===== src/rtl/ula_muldiv_pkg.sv =====
// rtl/ula_muldiv_pkg.sv - operation codes and FSM encoding for the multiply/divide unit
package ula_muldiv_pkg;

  localparam logic [2:0] MD_MULT  = 3'd0;
  localparam logic [2:0] MD_MULTU = 3'd1;
  localparam logic [2:0] MD_DIV   = 3'd2;
  localparam logic [2:0] MD_DIVU  = 3'd3;
  localparam logic [2:0] MD_MTHI  = 3'd4;
  localparam logic [2:0] MD_MTLO  = 3'd5;

  typedef enum logic [1:0] {
    MD_IDLE = 2'd0,
    MD_CALC = 2'd1,
    MD_FIX  = 2'd2
  } md_state_e;

endpackage


===== src/rtl/ula_muldiv_step.sv =====
// rtl/ula_muldiv_step.sv - one shift-add or one restoring-subtract iteration
module ula_muldiv_step #(
  parameter int WIDTH = 32
) (
  input  logic                 mode_div_i,
  input  logic [2*WIDTH-1:0]   acc_i,
  input  logic [WIDTH-1:0]     opnd_i,
  output logic [2*WIDTH-1:0]   acc_o
);

  logic [WIDTH:0]   sum;
  logic [WIDTH:0]   rem_sh;
  logic [WIDTH-1:0] diff;

  // acc holds {partial, multiplier} when multiplying and {remainder, dividend/quotient} when dividing
  always_comb begin
    sum    = {1'b0, acc_i[2*WIDTH-1:WIDTH]} + (acc_i[0] ? {1'b0, opnd_i} : '0);
    rem_sh = {acc_i[2*WIDTH-1:WIDTH], acc_i[WIDTH-1]};
    diff   = rem_sh[WIDTH-1:0] - opnd_i;
    if (mode_div_i) begin
      if (rem_sh >= {1'b0, opnd_i})
        acc_o = {diff, acc_i[WIDTH-2:0], 1'b1};
      else
        acc_o = {rem_sh[WIDTH-1:0], acc_i[WIDTH-2:0], 1'b0};
    end else begin
      acc_o = {sum, acc_i[WIDTH-1:1]};
    end
  end

endmodule


===== src/rtl/ula_muldiv.sv =====
// rtl/ula_muldiv.sv - multi-cycle MULT/MULTU/DIV/DIVU unit owning the HI/LO registers
module ula_muldiv
  import ula_muldiv_pkg::*;
#(
  parameter int WIDTH = 32,
  parameter int CNT_W = $clog2(WIDTH) + 1
) (
  input  logic             clk,
  input  logic             rst_n,
  input  logic             start,
  input  logic [2:0]       op,
  input  logic [WIDTH-1:0] In1,
  input  logic [WIDTH-1:0] In2,
  input  logic             flush,
  output logic             busy,
  output logic             done,
  output logic             div_zero,
  output logic [WIDTH-1:0] hi,
  output logic [WIDTH-1:0] lo
);

  md_state_e          state_q, state_d;
  logic [CNT_W-1:0]   cnt_q;
  logic               div_q, qneg_q, rneg_q, done_q, dz_q;
  logic [WIDTH-1:0]   opb_q, hi_q, lo_q;
  logic [2*WIDTH-1:0] acc_q, acc_step, prod;
  logic               idle, launch, write_mt, op_signed, a_neg, b_neg, fix_wr;
  logic [WIDTH-1:0]   a_mag, b_mag, fix_hi, fix_lo;

  assign idle      = (state_q == MD_IDLE);
  assign launch    = idle && start && !flush && (op <= MD_DIVU);
  assign write_mt  = idle && start && !flush && ((op == MD_MTHI) || (op == MD_MTLO));
  assign op_signed = (op == MD_MULT) || (op == MD_DIV);
  assign a_neg     = op_signed && In1[WIDTH-1];
  assign b_neg     = op_signed && In2[WIDTH-1];
  assign a_mag     = a_neg ? -In1 : In1;
  assign b_mag     = b_neg ? -In2 : In2;
  assign fix_wr    = (state_q == MD_FIX) && !flush;

  ula_muldiv_step #(.WIDTH(WIDTH)) u_step (
    .mode_div_i (div_q),
    .acc_i      (acc_q),
    .opnd_i     (opb_q),
    .acc_o      (acc_step)
  );

  always_ff @(posedge clk or negedge rst_n) begin
    if (!rst_n) state_q <= MD_IDLE;
    else        state_q <= state_d;
  end

  always_comb begin
    state_d = state_q;
    case (state_q)
      MD_IDLE: if (launch) state_d = MD_CALC;
      MD_CALC: begin
        if (flush)                   state_d = MD_IDLE;
        else if (cnt_q == CNT_W'(1)) state_d = MD_FIX;
      end
      MD_FIX:  state_d = MD_IDLE;
      default: state_d = MD_IDLE;
    endcase
  end

  always_comb begin
    busy = (state_q != MD_IDLE);
  end

  // A zero divisor subtracts nothing, so the remainder half ends up holding the dividend magnitude
  always_comb begin
    prod   = qneg_q ? -acc_q : acc_q;
    fix_hi = prod[2*WIDTH-1:WIDTH];
    fix_lo = prod[WIDTH-1:0];
    if (div_q) begin
      fix_hi = rneg_q ? -acc_q[2*WIDTH-1:WIDTH] : acc_q[2*WIDTH-1:WIDTH];
      fix_lo = (opb_q == '0) ? '1 : (qneg_q ? -acc_q[WIDTH-1:0] : acc_q[WIDTH-1:0]);
    end
  end

  always_ff @(posedge clk or negedge rst_n) begin
    if (!rst_n) begin
      cnt_q  <= '0;
      div_q  <= 1'b0;
      qneg_q <= 1'b0;
      rneg_q <= 1'b0;
      opb_q  <= '0;
      acc_q  <= '0;
      hi_q   <= '0;
      lo_q   <= '0;
      done_q <= 1'b0;
      dz_q   <= 1'b0;
    end else begin
      done_q <= fix_wr;
      if (launch) begin
        cnt_q  <= CNT_W'(WIDTH);
        div_q  <= op[1];
        qneg_q <= a_neg ^ b_neg;
        rneg_q <= a_neg;
        opb_q  <= b_mag;
        acc_q  <= {{WIDTH{1'b0}}, a_mag};
      end else if (state_q == MD_CALC) begin
        cnt_q  <= cnt_q - CNT_W'(1);
        acc_q  <= acc_step;
      end
      if (fix_wr) begin
        hi_q <= fix_hi;
        lo_q <= fix_lo;
        if (div_q) dz_q <= (opb_q == '0);
      end
      if (write_mt) begin
        if (op == MD_MTHI) hi_q <= In1;
        else               lo_q <= In1;
      end
    end
  end

  assign done     = done_q;
  assign div_zero = dz_q;
  assign hi       = hi_q;
  assign lo       = lo_q;

endmodule


===== config.mk =====
export PLATFORM = sky130hd
export DESIGN_NAME = ula_muldiv
export DESIGN_NICKNAME = d
export VERILOG_FILES = /design/src/rtl/ula_muldiv_pkg.sv /design/src/rtl/ula_muldiv_step.sv /design/src/rtl/ula_muldiv.sv
export SDC_FILE = /design/constraint.sdc
export NUM_CORES = 1
export LEC_CHECK = 0
export ABC_AREA = 1
export CORE_MARGIN = 3
export CORE_UTILIZATION = 24
export CTS_CLUSTER_SIZE = 10
export DETAILED_ROUTE_END_ITERATION = 6
export DONT_BUFFER_PORTS = 1
export HOLD_SLACK_MARGIN = 0.08
export PLACE_DENSITY = 0.35
export SLEW_MARGIN = 10
export SYNTH_ARGS = -nofsm -noshare
export SYNTH_HDL_FRONTEND = slang
export SYNTH_SLANG_ARGS = --single-unit

===== constraint.sdc =====
create_clock -name clk -period 2.6 [get_ports clk]
set_input_delay 0.52 -clock clk [delete_from_list [all_inputs] [get_ports clk]]
set_output_delay 0.52 -clock clk [all_outputs]
set_load 0.01 [all_outputs]

[After elaboration in Yosys (flattened, before gate mapping)]
Index checks and enable logic that the tools add are counted.
Word-level totals
  register bits: 173
  output and inout bits: 67
  input bits: 71
  word-level logic and storage cells: 72
Cells by class
  muxes and demuxes: 25
  add/sub/neg operators: 8
  reduce and logical (&&, ||, !) cells: 17
  magnitude comparators: 2
  bitwise gates (word level): 1
  equal/unequal tests: 8
Operator list (count)
  32-bit two-way mux: 14
  64-bit two-way mux: 5
  32-bit negation: 4
  64-bit negation: 1
  32-bit by 33-bit adder with 33-bit output: 1
  33-bit by 32-bit greater-or-equal comparator with 1-bit output: 1
  32-bit zero test: 1
  32-bit subtractor: 1
  6-bit two-way mux: 2
  1-bit logical AND: 7
  3-bit equality test (second input constant): 2
  6-bit by 1-bit equality test with 1-bit output (second input constant): 1
  2-bit two-way mux: 3
  6-bit by 1-bit subtractor with 6-bit output (second input constant): 1
  2-bit case mux with 2 select lines: 1
  2-bit AND reduction: 2
  2-bit nonzero test: 2
  3-bit by 2-bit equality test with 1-bit output (second input constant): 1
  3-bit by 2-bit <= comparator with 1-bit output (second input constant): 1
  3-bit zero test: 1
  3-bit inequality test (second input constant): 1
  2-bit by 1-bit equality test with 1-bit output (second input constant): 1
  2-bit equality test (second input constant): 1
  2-bit zero test: 1
  4 further kinds: 5

[Longest topological paths before layout]
Gate-level depths: netlist (run 1).
  depth after elaboration: 7
  mapped depth: 19
  depth with buffers taken out: 17

[Cells and area by module]
A second synthesis (run 1) with hierarchy kept.
Second synthesis, totals
  cell total of the unflattened synthesis: 3033
  area total of the unflattened synthesis: 17986.0 µm²
By module, submodules not included
  ula_muldiv: cells an instance 1760, times used 1, sequential area each 4329.2 µm², area each 11841.4 µm²
  ula_muldiv_step: cells an instance 1273, times used 1, sequential area each 0.0 µm², area each 6144.6 µm²

[Worst setup path before layout (run 1)]
Ideal clock, no wire load.
  kind: reg2reg
  from: register acc_q[0]
  to: register acc_q[61]
  path buffers: 1
  slack: 259 ps
  data required time: 2482 ps
  arrival: 2223 ps
  setup time: 118 ps
  stages on the path, launching flop included: 17
  period minus slack after synthesis: 2341 ps
  path through: dfrtp_1 -> clkbuf_1 -> nand2_1 -> inv_1 -> ha_1 -> inv_1 -> fa_1 -> o21ai_0 -> nand2_1 -> nand2_1 -> nand2_1 -> nand2_1 -> nand2_1 -> nand3_1 -> nand3_1 -> nand3_1 -> nand2_1
Between the ends
  word-level cells in the longest chain between the ends: 5
Ends and longest elaborated chain
  start: declaration: RTL line ula_muldiv.sv:26  | logic [2*WIDTH-1:0] acc_q, acc_step, prod;
  start signal: assignment: RTL line ula_muldiv.sv:100  | acc_q <= {{WIDTH{1'b0}}, a_mag};
  start signal: assignment: RTL line ula_muldiv.sv:103  | acc_q <= acc_step;
  32-bit two-way mux: RTL line ula_muldiv_step.sv:17  | sum = {1'b0, acc_i[2*WIDTH-1:WIDTH]} + (acc_i[0] ? {1'b0, opnd_i} : '0);
  32-bit by 33-bit adder with 33-bit output: RTL line ula_muldiv_step.sv:17
  64-bit two-way mux: RTL line ula_muldiv_step.sv:20  | if (mode_div_i) begin
  64-bit two-way mux: RTL line ula_muldiv.sv:101  | end else if (state_q == MD_CALC) begin
  64-bit two-way mux: RTL line ula_muldiv.sv:94  | if (launch) begin
Every way passes these cells. The select of a mux whose other input is x is not followed.
A chain may end at the register's enable or synchronous reset.

[Worst setup path in the final report (run 1)]
  from: register acc_q[45]
  to: register acc_q[32]
Between the ends
  word-level cells in the longest chain between the ends: 5
Ends and longest elaborated chain
  33-bit by 32-bit greater-or-equal comparator with 1-bit output: RTL line ula_muldiv_step.sv:21  | if (rem_sh >= {1'b0, opnd_i})
  64-bit two-way mux: RTL line ula_muldiv_step.sv:21
  64-bit two-way mux: RTL line ula_muldiv_step.sv:20
  64-bit two-way mux: RTL line ula_muldiv.sv:101
  64-bit two-way mux: RTL line ula_muldiv.sv:94
Every way passes these cells. The select of a mux whose other input is x is not followed.

==> impl_results.md, run 1 <==
- Unrepaired setup endpoints after global routing: true
- Post-synthesis sequential area ratio: 25.02%
- Hold WC Path Type: in2async
- Routed Wire Length: 98970 µm
- Post-synthesis adder-cell area fraction: 5.294%
- Worst Reg-to-Reg Cells: 14
- Slowest stage cell on the critical path: dfrtp_1
- Setup violators final: 0
- Longest Clk Path Bufs: 2
- DP HPWL: 81040 µm
- Synth Area in Simple Gates: 38.21%
- Max transition margin: 41.31%
- DR DRC count: 0
- Synth warn: 0
- Nets: 3348
- Starting density of the core: 24.45%
- I/O pins: 138
- Worst-Skew Late Latency: 0.51 ns
- Final worst slack: 0.04160 ns
- WHS: -0.3078 ns
- Final Cycle Share: 98.40%
- Critical Path Sink Type: flop
- Post-synth top flop: dfrtp_1
- Max Fclk: 0.3909 GHz
- Worst Path Max Fanout: 10
- Post-synth EDFFs: 0
- Critical Path Max Stage Delay: 0.50 ns
- CTS Hold Bufs: 1
- Root Driver: clkbuf_16
- Tot GR Track Use: 25.62%
- Mapped Nets: 3064
- Worst Path Required: 2.98 ns
- P per Cell Area: 1167 mW/mm²
- CTS HTree Levels: 4
- Die Y: 274.5 µm
- Share of cells above drive strength 1: 19.40%
- Status: complete, but fails checks
- Ys async rst share: 100.0%
- CP startpoint kind: flop
- R2R Setup Slk: 0.04 ns
- DR WL/cell: 23.80 µm
- Core ar.: 0.07076 mm²
- Vias per cell: 5.030
- Drt first-iter violations: 1811
- Area growth, synth to finish: 30.70%
- Critical path arrival: 2.93 ns
- Chip width: 274.5 µm
- Initial antenna violation count: 2
- Clk_skew: 0.02165 ns
- Clock sinks: 173
- Crit Path Class: reg2reg
- Post-layout minimum cycle time: 2.558 ns
- Multiplexer area fraction after synthesis: 0%
- Row cnt: 97
- Die area: 0.07534 mm²
- CTS tree: done
- Syn avg cell area: 5.923 µm²
- Largest net degree at the start of global routing: 174
- Post-synthesis xor/xnor area fraction: 3.544%
- Placer Congestion: 0.9722
- Post-synthesis cell area: 0.01730 mm²
- CP Cell Sequence: ha_4 -> nand2_1 -> nor2_4 -> inv_1 -> o21bai_2 -> inv_1 -> nand2_2 -> nand2_2 -> buf_4 -> a21oi_4 -> buf_12 -> nand2_1 -> nand3_1 -> o21ai_1
- Most common cell in the netlist: nand2_1
- Synth top area share: 25.02%
- Cts bufs inserted: 17
- Peak supply drop: 0.0004859 V
- Global-route wire length before repair: 139800 µm
- Area leader, netlist: dfrtp_1
- Vias in the first global route: 19800
- Hold Vio Cnt, Final: 173
- ANT nets after route: 0
- Max-slew violation count: 0
- Synth Instances: 2921
- Slew @ Worst Pin: 0.8712 ns
- Post-synthesis register bit count: 173
- Post-synthesis compound-gate area fraction: 16.58%
- Max cap viols: 0
- Total leakage power: 11.10 nW
- Clock transition at path regs: 0.09 ns
- Failing checks: negative hold slack
- Overall Power: 0.02638 W
- DR pass1 iterations: 6
- Port buffer count: 0
- Vias: 20920
- Largest family of logic cells by synthesized area: simple AND/OR/NAND/NOR gates
- Synth top area cells: dfrtp_1 25%, nand2_1 19%, inv_1 9.0%
- Commonest cells post-synth: 862 x nand2_1, 414 x inv_1, 307 x nor2_1
- DP Worst Slack: -0.4050 ns
- Grt total ovfl: 0
- Synth cell types: 50
==> final cells by class <==
cell class,instances,area (µm²)
flip-flops and latches,173,4347
multi-input cells,2235,12030
inverters,419,1573
well taps,940,1176
fillers,7949,48140
clock buffers,20,466.7
diodes,1,2.502
repair buffers,359,2885
clock inverters,11,132.6
==> metal layers <==
layer,vias to the layer above,routed length [µm],global-route usage [%]
met5,-,0,0
met4,0,2968,7.460
met3,127,5662,4.559
met2,621,46770,42.92
met1,10140,43560,33.54
li1,10030,-,-
==> worst max-delay path: cells and delay by family, from the launching register on <==
kind                     cells  cell delay, ns
flip-flops                   1            0.50
AND/OR/NAND/NOR              6            0.69
buffers and inverters        4            0.44
AO/OA/AOI/OAI                3            0.43
adder cells (fa/ha/maj)      1            0.35
==> per-stage QoR <==
stage	cells	hold slack [ns]	area (µm²)	TNS, ns	util [%]
2_1_floorplan	2921	0.2244	17300	0	-
3_3_place_gp	4110	0.2308	20830	-4.412	29.44
3_5_place_dp	4110	0.2306	20830	-3.746	29.44
4_1_cts	4142	-0.3390	21640	-0.01679	30.59
5_1_grt	4157	-0.3264	22610	-0.5857	31.95
6_report	4158	-0.3078	22610	0	31.96
==> worst paths after layout <==
kind | start | endpoint
worst max-delay path | acc_q[45]$_DFFE_PN0P_ | acc_q[32]$_DFFE_PN0P_
worst min-delay path | rst_n | acc_q[47]$_DFFE_PN0P_
worst max register to register | acc_q[45]$_DFFE_PN0P_ | acc_q[32]$_DFFE_PN0P_
worst min register to register | cnt_q[5]$_DFFE_PN0P_ | cnt_q[5]$_DFFE_PN0P_
max in group asynchronous | rst_n | opb_q[8]$_DFFE_PN0P_
min in group clk | In1[16] | lo[16]$_DFF_PN0_
==> flip-flops by register name, indices dropped and copies added (netlist names) <==
name / cells
acc_q: 64
state_q: 2
div_zero: 1
hi: 32
done: 1
lo: 32
qneg_q: 1
div_q: 1
rneg_q: 1
opb_q: 32
cnt_q: 6
==> repair_timing <==
item	4_1_cts	5_1_grt
resized for setup	57	187
setup endpoints to repair	35	50
pin swaps	1	30
setup buffers	0	14
hold endpoints to repair	174	173
gates cloned	0	1
==> cells by family (layout without fill, tap and decap cells) <==
family,count (synthesis),after routing
DFF,173,173
AOI/OAI and AO/OA,519,519
other,0,1
buffers and inverters,513,809
and+or+nand+nor,1574,1574
xor gates and xnor gates,70,70
adders and majority gates,72,72
==> power by group <==
part / switching (W) / internal (W) / total (W) / leakage, nW
clock: 0.00137 / 0.00150 / 0.00287 / 0.295
sequential: 0.00141 / 0.00369 / 0.00510 / 2.05
combinational: 0.0111 / 0.00731 / 0.0184 / 8.76
==> cell usage in the layout (no fill, tap or decap), drive strengths merged, types with 2 or more instances in the layout <==
| cell type | count |
|---|---|
| nand2 | 868 |
| inv | 420 |
| buf | 357 |
| nor2 | 315 |
| nand3 | 266 |
| o21ai | 220 |
| a21oi | 199 |
| dfrtp | 173 |
| ha | 70 |
| nand4 | 56 |
| xor2 | 53 |
| a22oi | 46 |
| nor3 | 32 |
| clkbuf | 21 |
| xnor2 | 17 |
| nand3b | 15 |
| o21bai | 14 |
| o211ai | 11 |
| nor4 | 10 |
| a31oi | 7 |
| clkinv | 7 |
| or2 | 6 |
| a21o | 5 |
| o21a | 4 |
| o22ai | 4 |
| o221ai | 4 |
| and2 | 4 |
| a21boi | 2 |
| bufinv | 2 |
| fa | 2 |
No activity file was read; power rests on OpenSTA's default activity.
==> inputs of run 2 (changes only) <==
--- a/config.mk
+++ b/config.mk
@@ -13,6 +13,7 @@
 export DONT_BUFFER_PORTS = 1
 export HOLD_SLACK_MARGIN = 0.08
 export PLACE_DENSITY = 0.35
+export RECOVER_POWER = 100
 export SLEW_MARGIN = 10
 export SYNTH_ARGS = -nofsm -noshare
 export SYNTH_HDL_FRONTEND = slang
==> run 2 against run 1 <==
Compared with the run above: the flow finishes with violations (design-rule violations, negative hold slack, negative setup slack); sequential share of layout area is 0.080 points higher; core utilization is 0.13 points lower; count of clock-buffer cells in the layout stayed put; register-to-register slack worse by 0.04 ns; global-route usage stayed put; non-clock buffer count stayed put; fmax is 1.7% lower; setup slack worse by 0.044 ns.
==> impl_results.md, run 2 (synthesis results as in run 1) <==
- Status: complete, but fails checks (unchanged)
- Failing checks: design-rule violations, negative hold slack, negative setup slack (was negative hold slack)
- Max cap viols: 0 (unchanged)
- Critical path arrival: 3.02 ns (was 2.93 ns)
- Cell repeated most along the worst path: nand3_1
- Drt first-iter violations: 1770 (was 1811)
- Most common cell after layout, fill and taps aside: nand2_1 (unchanged)
- Critical Path Max Stage Delay: 0.46 ns (was 0.50 ns)
- Nets: 3348 (unchanged)
- Slew @ Worst Pin: 0.8378 ns (was 0.8712 ns)
- Vias per cell: 5.030 (about the same)
- Unrepaired setup endpoints after global routing: true (unchanged)
- Initial antenna violation count: 2 (unchanged)
- Worst Path Max Fanout: 5 (was 10)
- RR Endpoint: hi[29]$_DFF_PN0_ (was acc_q[32]$_DFFE_PN0P_)
- Vias: 20920 (about the same)
- Global-route wire length before repair: 139800 µm (unchanged)
- Die Y: 274.5 µm (unchanged)
- DR pass1 iterations: 7 (was 6)
- P per Cell Area: 1168 mW/mm² (was 1167 mW/mm²)
- ANT nets after route: 0 (unchanged)
- Longest Clk Path Bufs: 2 (unchanged)
- Port buffer count: 0 (unchanged)
- Cts bufs inserted: 17 (unchanged)
- WHS: -0.3043 ns (was -0.3078 ns)
- R2R Path Start: acc_q[0]$_DFFE_PN0P_ (was acc_q[45]$_DFFE_PN0P_)
- Share of cells above drive strength 1: 18.99% (was 19.40%)
- Die area: 0.07534 mm² (unchanged)
- Critical Path Sink Type: flop (unchanged)
- Tot GR Track Use: 25.62% (unchanged)
- Area growth, synth to finish: 30.16% (was 30.70%)
- Final std cell area, no fill: 0.02252 mm² (was 0.02261 mm²)
- Post-layout minimum cycle time: 2.603 ns (was 2.558 ns)
- Slowest stage cell on the critical path: dfrtp_2 (was dfrtp_1)
- Chip width: 274.5 µm (unchanged)
- Max transition margin: 43.72% (was 41.31%)
- Clock transition at path regs: 0.09 ns (about the same)
- DR WL/cell: 23.79 µm (was 23.80 µm)
- DR DRC count: 5 (was 0)
- Final worst slack: -0.002601 ns (was 0.04160 ns)
- Crit Path Class: reg2reg (unchanged)
- Total leakage power: 11.07 nW (was 11.10 nW)
- Root Driver: clkbuf_16 (unchanged)
- Reg area: 0.004347 mm² (unchanged)
- Setup violators final: 1 (was 0)
- DP HPWL: 81040 µm (unchanged)
- I/O pins: 138 (unchanged)
- Total Neg Setup Slack: -0.002601 ns (was 0 ns)
- Most frequent cells in the layout: 812 x nand2_1, 404 x inv_1, 330 x buf_4 (was 810 x nand2_1, 403 x inv_1, 342 x buf_4)
- CTS HTree Levels: 4 (unchanged)
- Routed Wire Length: 98920 µm (was 98970 µm)
- Placed cell area: 0.02083 mm² (unchanged)
- Placer Congestion: 0.9722 (unchanged)
- CP startpoint kind: flop (unchanged)
- Worst-Skew Late Latency: 0.51 ns (about the same)
- Worst Reg-to-Reg Cells: 12 (was 14)
- Peak supply drop: 0.0004913 V (was 0.0004859 V)
- Hold Vio Cnt, Final: 173 (unchanged)
- Overall Power: 0.02631 W (was 0.02638 W)
- Buf+Inv Stages, Crit Path: 4 (unchanged)
- CP Cell Sequence: buf_4 -> inv_1 -> buf_4 -> nand3_2 -> nor2_4 -> clkbuf_4 -> nand3_1 -> nand2_1 -> nand4_1 -> nand3_1 -> nand3_1 -> a21oi_1 (was ha_4 -> nand2_1 -> nor2_4 -> inv_1 -> o21bai_2 -> inv_1 -> nand2_2 -> nand2_2 -> buf_4 -> a21oi_4 -> buf_12 -> nand2_1 -> nand3_1 -> o21ai_1)
- CTS Hold Bufs: 1 (unchanged)
- Top reg by flops: acc_q (unchanged)
- Max Fclk: 0.3842 GHz (was 0.3909 GHz)
- Row cnt: 97 (unchanged)
- Worst Path Required: 3.02 ns (was 2.98 ns)
- Grt total ovfl: 0 (unchanged)
- Clock sinks: 173 (unchanged)
- Final Cycle Share: 100.1% (was 98.40%)
- CP delay by family, top: simple AND/OR/NAND/NOR gates (unchanged)
- Starting density of the core: 24.45% (unchanged)
- CTS tree: done (unchanged)
- Fillers: 7961 (was 7949)
- Clk_skew: 0.02120 ns (was 0.02165 ns)
- Hold WC Path Type: in2async (unchanged)
- Area of the multi-input gates: 0.01199 mm² (was 0.01203 mm²)
- Largest net degree at the start of global routing: 174 (unchanged)
- Vias in the first global route: 19800 (unchanged)
- Final core utilization: 31.82% (was 31.96%)
- R2R Setup Slk: -0.003 ns (was 0.04 ns)
- Core ar.: 0.07076 mm² (unchanged)
- Max-slew violation count: 0 (unchanged)
- Max reg flops: 64 (unchanged)
[run 2: layer usage]
layer | global-route usage, % | vias to the layer above | part of all wire [%]
met1 | 33.54 | 10070 | 43
li1 | - | 10040 | -
met2 | 42.92 | 677 | 47
met4 | 7.460 | 0 | 3.3
met5 | 0 | - | 0
met3 | 4.559 | 130 | 6.3
[run 2: metrics by stage]
stage               worst slack [ns]  instances
CTS                         -0.01285       4142
global placement             -0.4349       4110
global route                -0.08409       4157
finish                     -0.002601       4158
detailed placement           -0.4050       4110
floorplan                     0.2591       2921
[run 2: how the worst max path moves through the flow]
stage / startpoint / to / slack [ns] / cells after the start
after floorplan: acc_q[0]$_DFFE_PN0P_ / acc_q[61]$_DFFE_PN0P_ / 0.26 / 16
after global placement: acc_q[0]$_DFFE_PN0P_ / acc_q[50]$_DFFE_PN0P_ / -0.43 / 14
after detailed placement: acc_q[0]$_DFFE_PN0P_ / acc_q[50]$_DFFE_PN0P_ / -0.40 / 15
after CTS: acc_q[0]$_DFFE_PN0P_ / acc_q[50]$_DFFE_PN0P_ / -0.01 / 15
after global routing: acc_q[0]$_DFFE_PN0P_ / acc_q[54]$_DFFE_PN0P_ / -0.08 / 17
final: acc_q[0]$_DFFE_PN0P_ / hi[29]$_DFF_PN0_ / -0.003 / 12
[run 2: report_power, final]
group	internal [W]	switching (W)	total [W]
Sequential	0.00369	0.00141	0.00511
Combinational	0.00727	0.0111	0.0183
Clock	0.00150	0.00136	0.00286
Total	0.0125	0.0138	0.0263
[run 2: final cells by class]
| class | instances | share of cell area, % |
|---|---|---|
| antenna | 1 | 0.01111 |
| timing repair buffer | 359 | 12.55 |
| clock inverter | 11 | 0.5890 |
| clock buffer | 20 | 2.073 |
| sequential | 173 | 19.30 |
| multi-input combinational | 2235 | 53.26 |
| inverter | 419 | 6.985 |
| tap | 940 | 5.223 |
[run 2: timing repair]
item                       CTS  global route
gates cloned                 0             1
setup endpoints to repair   35            50
hold endpoints to repair   174           173
pin swaps                    1            30
gates resized for setup     57           187
buffers inserted             0            14
==> inputs of run 3 (changes only) <==
--- a/config.mk
+++ b/config.mk
@@ -11,6 +11,7 @@
 export CTS_CLUSTER_SIZE = 10
 export DETAILED_ROUTE_END_ITERATION = 6
 export DONT_BUFFER_PORTS = 1
+export GPL_TIMING_DRIVEN = 0
 export HOLD_SLACK_MARGIN = 0.08
 export PLACE_DENSITY = 0.35
 export RECOVER_POWER = 100
==> run 3 against run 2 <==
Compared with the run above: the flow still finishes with violations (design-rule violations, negative hold slack, negative setup slack); power shrank 2.6%; clock power shrank 4%; first-iteration DRC count shrank 4.4%; critical path depth shrank 1; die area is the same; setup slack lost 0.058 ns.
==> impl_results.md, run 3 (synthesis results as in run 1) <==
- Top reg by flops: acc_q (unchanged)
- Setup violators final: 1 (unchanged)
- Crit path capture: hi[29]$_DFF_PN0_ (unchanged)
- Chip width: 274.5 µm (unchanged)
- Nets: 3187 (was 3348)
- DR pass1 iterations: 7 (unchanged)
- Fillers: 8006 (was 7961)
- Placer Congestion: 0.9316 (was 0.9722)
- Worst-Skew Late Latency: 0.52 ns (was 0.51 ns)
- Critical path arrival: 3.09 ns (was 3.02 ns)
- Overall Power: 0.02562 W (was 0.02631 W)
- Root Driver: clkbuf_16 (unchanged)
- WHS: -0.2791 ns (was -0.3043 ns)
- Global-route wire length before repair: 149200 µm (was 139800 µm)
- Final worst slack: -0.06028 ns (was -0.002601 ns)
- Clk_skew: 0.02412 ns (was 0.02120 ns)
- Longest Clk Path Bufs: 2 (unchanged)
- Largest net degree at the start of global routing: 174 (unchanged)
- Critical Path Sink Type: flop (unchanged)
- Hold WC Path Type: in2async (unchanged)
- Clock transition at path regs: 0.09 ns (about the same)
- Most frequent cells in the layout: 790 x nand2_1, 389 x inv_1, 262 x nor2_1 (was 812 x nand2_1, 404 x inv_1, 330 x buf_4)
- CP startpoint kind: flop (unchanged)
- Hold Vio Cnt, Final: 173 (unchanged)
- CTS tree: done (unchanged)
- RR Endpoint: hi[29]$_DFF_PN0_ (unchanged)
- Max Fclk: 0.3759 GHz (was 0.3842 GHz)
- Status: complete, but fails checks (unchanged)
- Starting density of the core: 24.45% (unchanged)
- Most common cell after layout, fill and taps aside: nand2_1 (unchanged)
- DR DRC count: 9 (was 5)
- Routed Wire Length: 106600 µm (was 98920 µm)
- Vias in the first global route: 20190 (was 19800)
- R2R Setup Slk: -0.06 ns (was -0.003 ns)
- Slew @ Worst Pin: 1.125 ns (was 0.8378 ns)
- Port buffer count: 0 (unchanged)
- Drt first-iter violations: 1693 (was 1770)
- Share of cells above drive strength 1: 18.23% (was 18.99%)
- Clock sinks: 173 (unchanged)
- Crit Path Class: reg2reg (unchanged)
- P per Cell Area: 1173 mW/mm² (was 1168 mW/mm²)
- Die Y: 274.5 µm (unchanged)
- Max-slew violation count: 0 (unchanged)
- Total Neg Setup Slack: -0.06028 ns (was -0.002601 ns)
- Post-layout minimum cycle time: 2.660 ns (was 2.603 ns)
- Worst Reg-to-Reg Cells: 11 (was 12)
- I/O pins: 138 (unchanged)
- CTS HTree Levels: 4 (unchanged)
- Cts bufs inserted: 17 (unchanged)
- Max reg flops: 64 (unchanged)
- Core ar.: 0.07076 mm² (unchanged)
- ANT nets after route: 0 (unchanged)
- CTS Hold Bufs: 1 (unchanged)
- Max transition margin: 24.98% (was 43.72%)
- Area growth, synth to finish: 26.30% (was 30.16%)
- Vias per cell: 5.117 (was 5.030)
- Final Cycle Share: 102.3% (was 100.1%)
- Worst Path Max Fanout: 6 (was 5)
- Vias: 20450 (was 20920)
- Critical Path Start: acc_q[0]$_DFFE_PN0P_ (unchanged)
- Row cnt: 97 (unchanged)
- Grt total ovfl: 0 (unchanged)
- Initial antenna violation count: 1 (was 2)
- Total leakage power: 10.10 nW (was 11.07 nW)
- DR WL/cell: 26.68 µm (was 23.79 µm)
- Tot GR Track Use: 27.93% (was 25.62%)
- R2R Path Start: acc_q[0]$_DFFE_PN0P_ (unchanged)
- Die area: 0.07534 mm² (unchanged)
- Failing checks: design-rule violations, negative hold slack, negative setup slack (unchanged)
- Peak supply drop: 0.0004785 V (was 0.0004913 V)
- Worst Path Required: 3.03 ns (was 3.02 ns)
- DP HPWL: 84170 µm (was 81040 µm)
- Unrepaired setup endpoints after global routing: true (unchanged)
- Inserted Diodes: 0 (was 1)
- Max cap viols: 0 (unchanged)
- Final core utilization: 30.88% (was 31.82%)
[run 3: cell types whose count changed in the layout (fill, tap and decap cells not counted), sizes merged]
| cell | delta |
|---|---|
| buf | -221 |
| inv | -2 |
| bufinv | -1 |
| clkinvlp | +5 |
| clkdlybuf4s15 | +2 |
| diode | -1 |
| clkbuf | +57 |
| clkinv | -1 |
[run 3: final cells by class]
type / count / area [µm²] / area share [%]
plain buffers: 89 / 444.2 / 2.033
inverters: 419 / 1597 / 7.307
clock inverters: 12 / 111.4 / 0.5097
repair buffers: 109 / 913.4 / 4.180
clock buffers: 19 / 442.9 / 2.027
multi-input cells: 2235 / 12760 / 58.40
flip-flops and latches: 173 / 4404 / 20.16
well taps: 940 / 1176 / 5.383
[run 3: layer usage]
layer / global-route usage, % / up-vias / routed length [µm]
met5: 0 / - / 0
met4: 11.43 / 0 / 5030
met3: 2.853 / 129 / 3597
met2: 49.85 / 523 / 52640
met1: 34.11 / 10070 / 45340
li1: - / 9728 / -
[run 3: report_power, final]
part / internal [W] / switching, W
clock: 0.00135 / 0.00139
sequential: 0.00374 / 0.00186
combinational: 0.00614 / 0.0111
total: 0.0112 / 0.0144
[run 3: critical path, stage by stage (launching register included)]
cell and delay [ns]:
dfrtp_4 0.57, buf_4 0.20, inv_4 0.10, nand3_4 0.12, nor2_4 0.27, clkbuf_4 0.21, nand3_1 0.08, nand2_2 0.18
nand4_1 0.27, nand3_1 0.16, nand3_1 0.19, a21oi_1 0.22
[run 3: how the worst min path moves through the flow]
stage / to / slack, ns / depth (start not counted)
after floorplan: acc_q[0]$_DFFE_PN0P_ / 0.22 / 0
after global placement: acc_q[39]$_DFFE_PN0P_ / 0.24 / 0
after detailed placement: hi[13]$_DFF_PN0_ / 0.24 / 0
after CTS: acc_q[33]$_DFFE_PN0P_ / -0.32 / 0
after global routing: hi[10]$_DFF_PN0_ / -0.30 / 0
final: hi[21]$_DFF_PN0_ / -0.28 / 0
[run 3: stage by stage]
stage | instances | worst slack (ns) | area, µm² | hold slack [ns]
floorplan | 2921 | 0.2591 | 17300 | 0.2244
CTS | 3955 | -0.1300 | 20610 | -0.3196
global route | 3996 | -0.08039 | 21850 | -0.3031
global placement | 3861 | -1.034 | 18480 | 0.2360
detailed placement | 3861 | -1.028 | 18480 | 0.2399
finish | 3996 | -0.06028 | 21850 | -0.2791
[run 3: repair_timing]
action                                  in CTS  in global routing
resized for setup                          265                249
cloned                                       1                  1
pin swaps                                   23                 60
endpoints found under the setup margin     117                109
hold endpoints to repair                   174                173
setup buffers                               64                 43
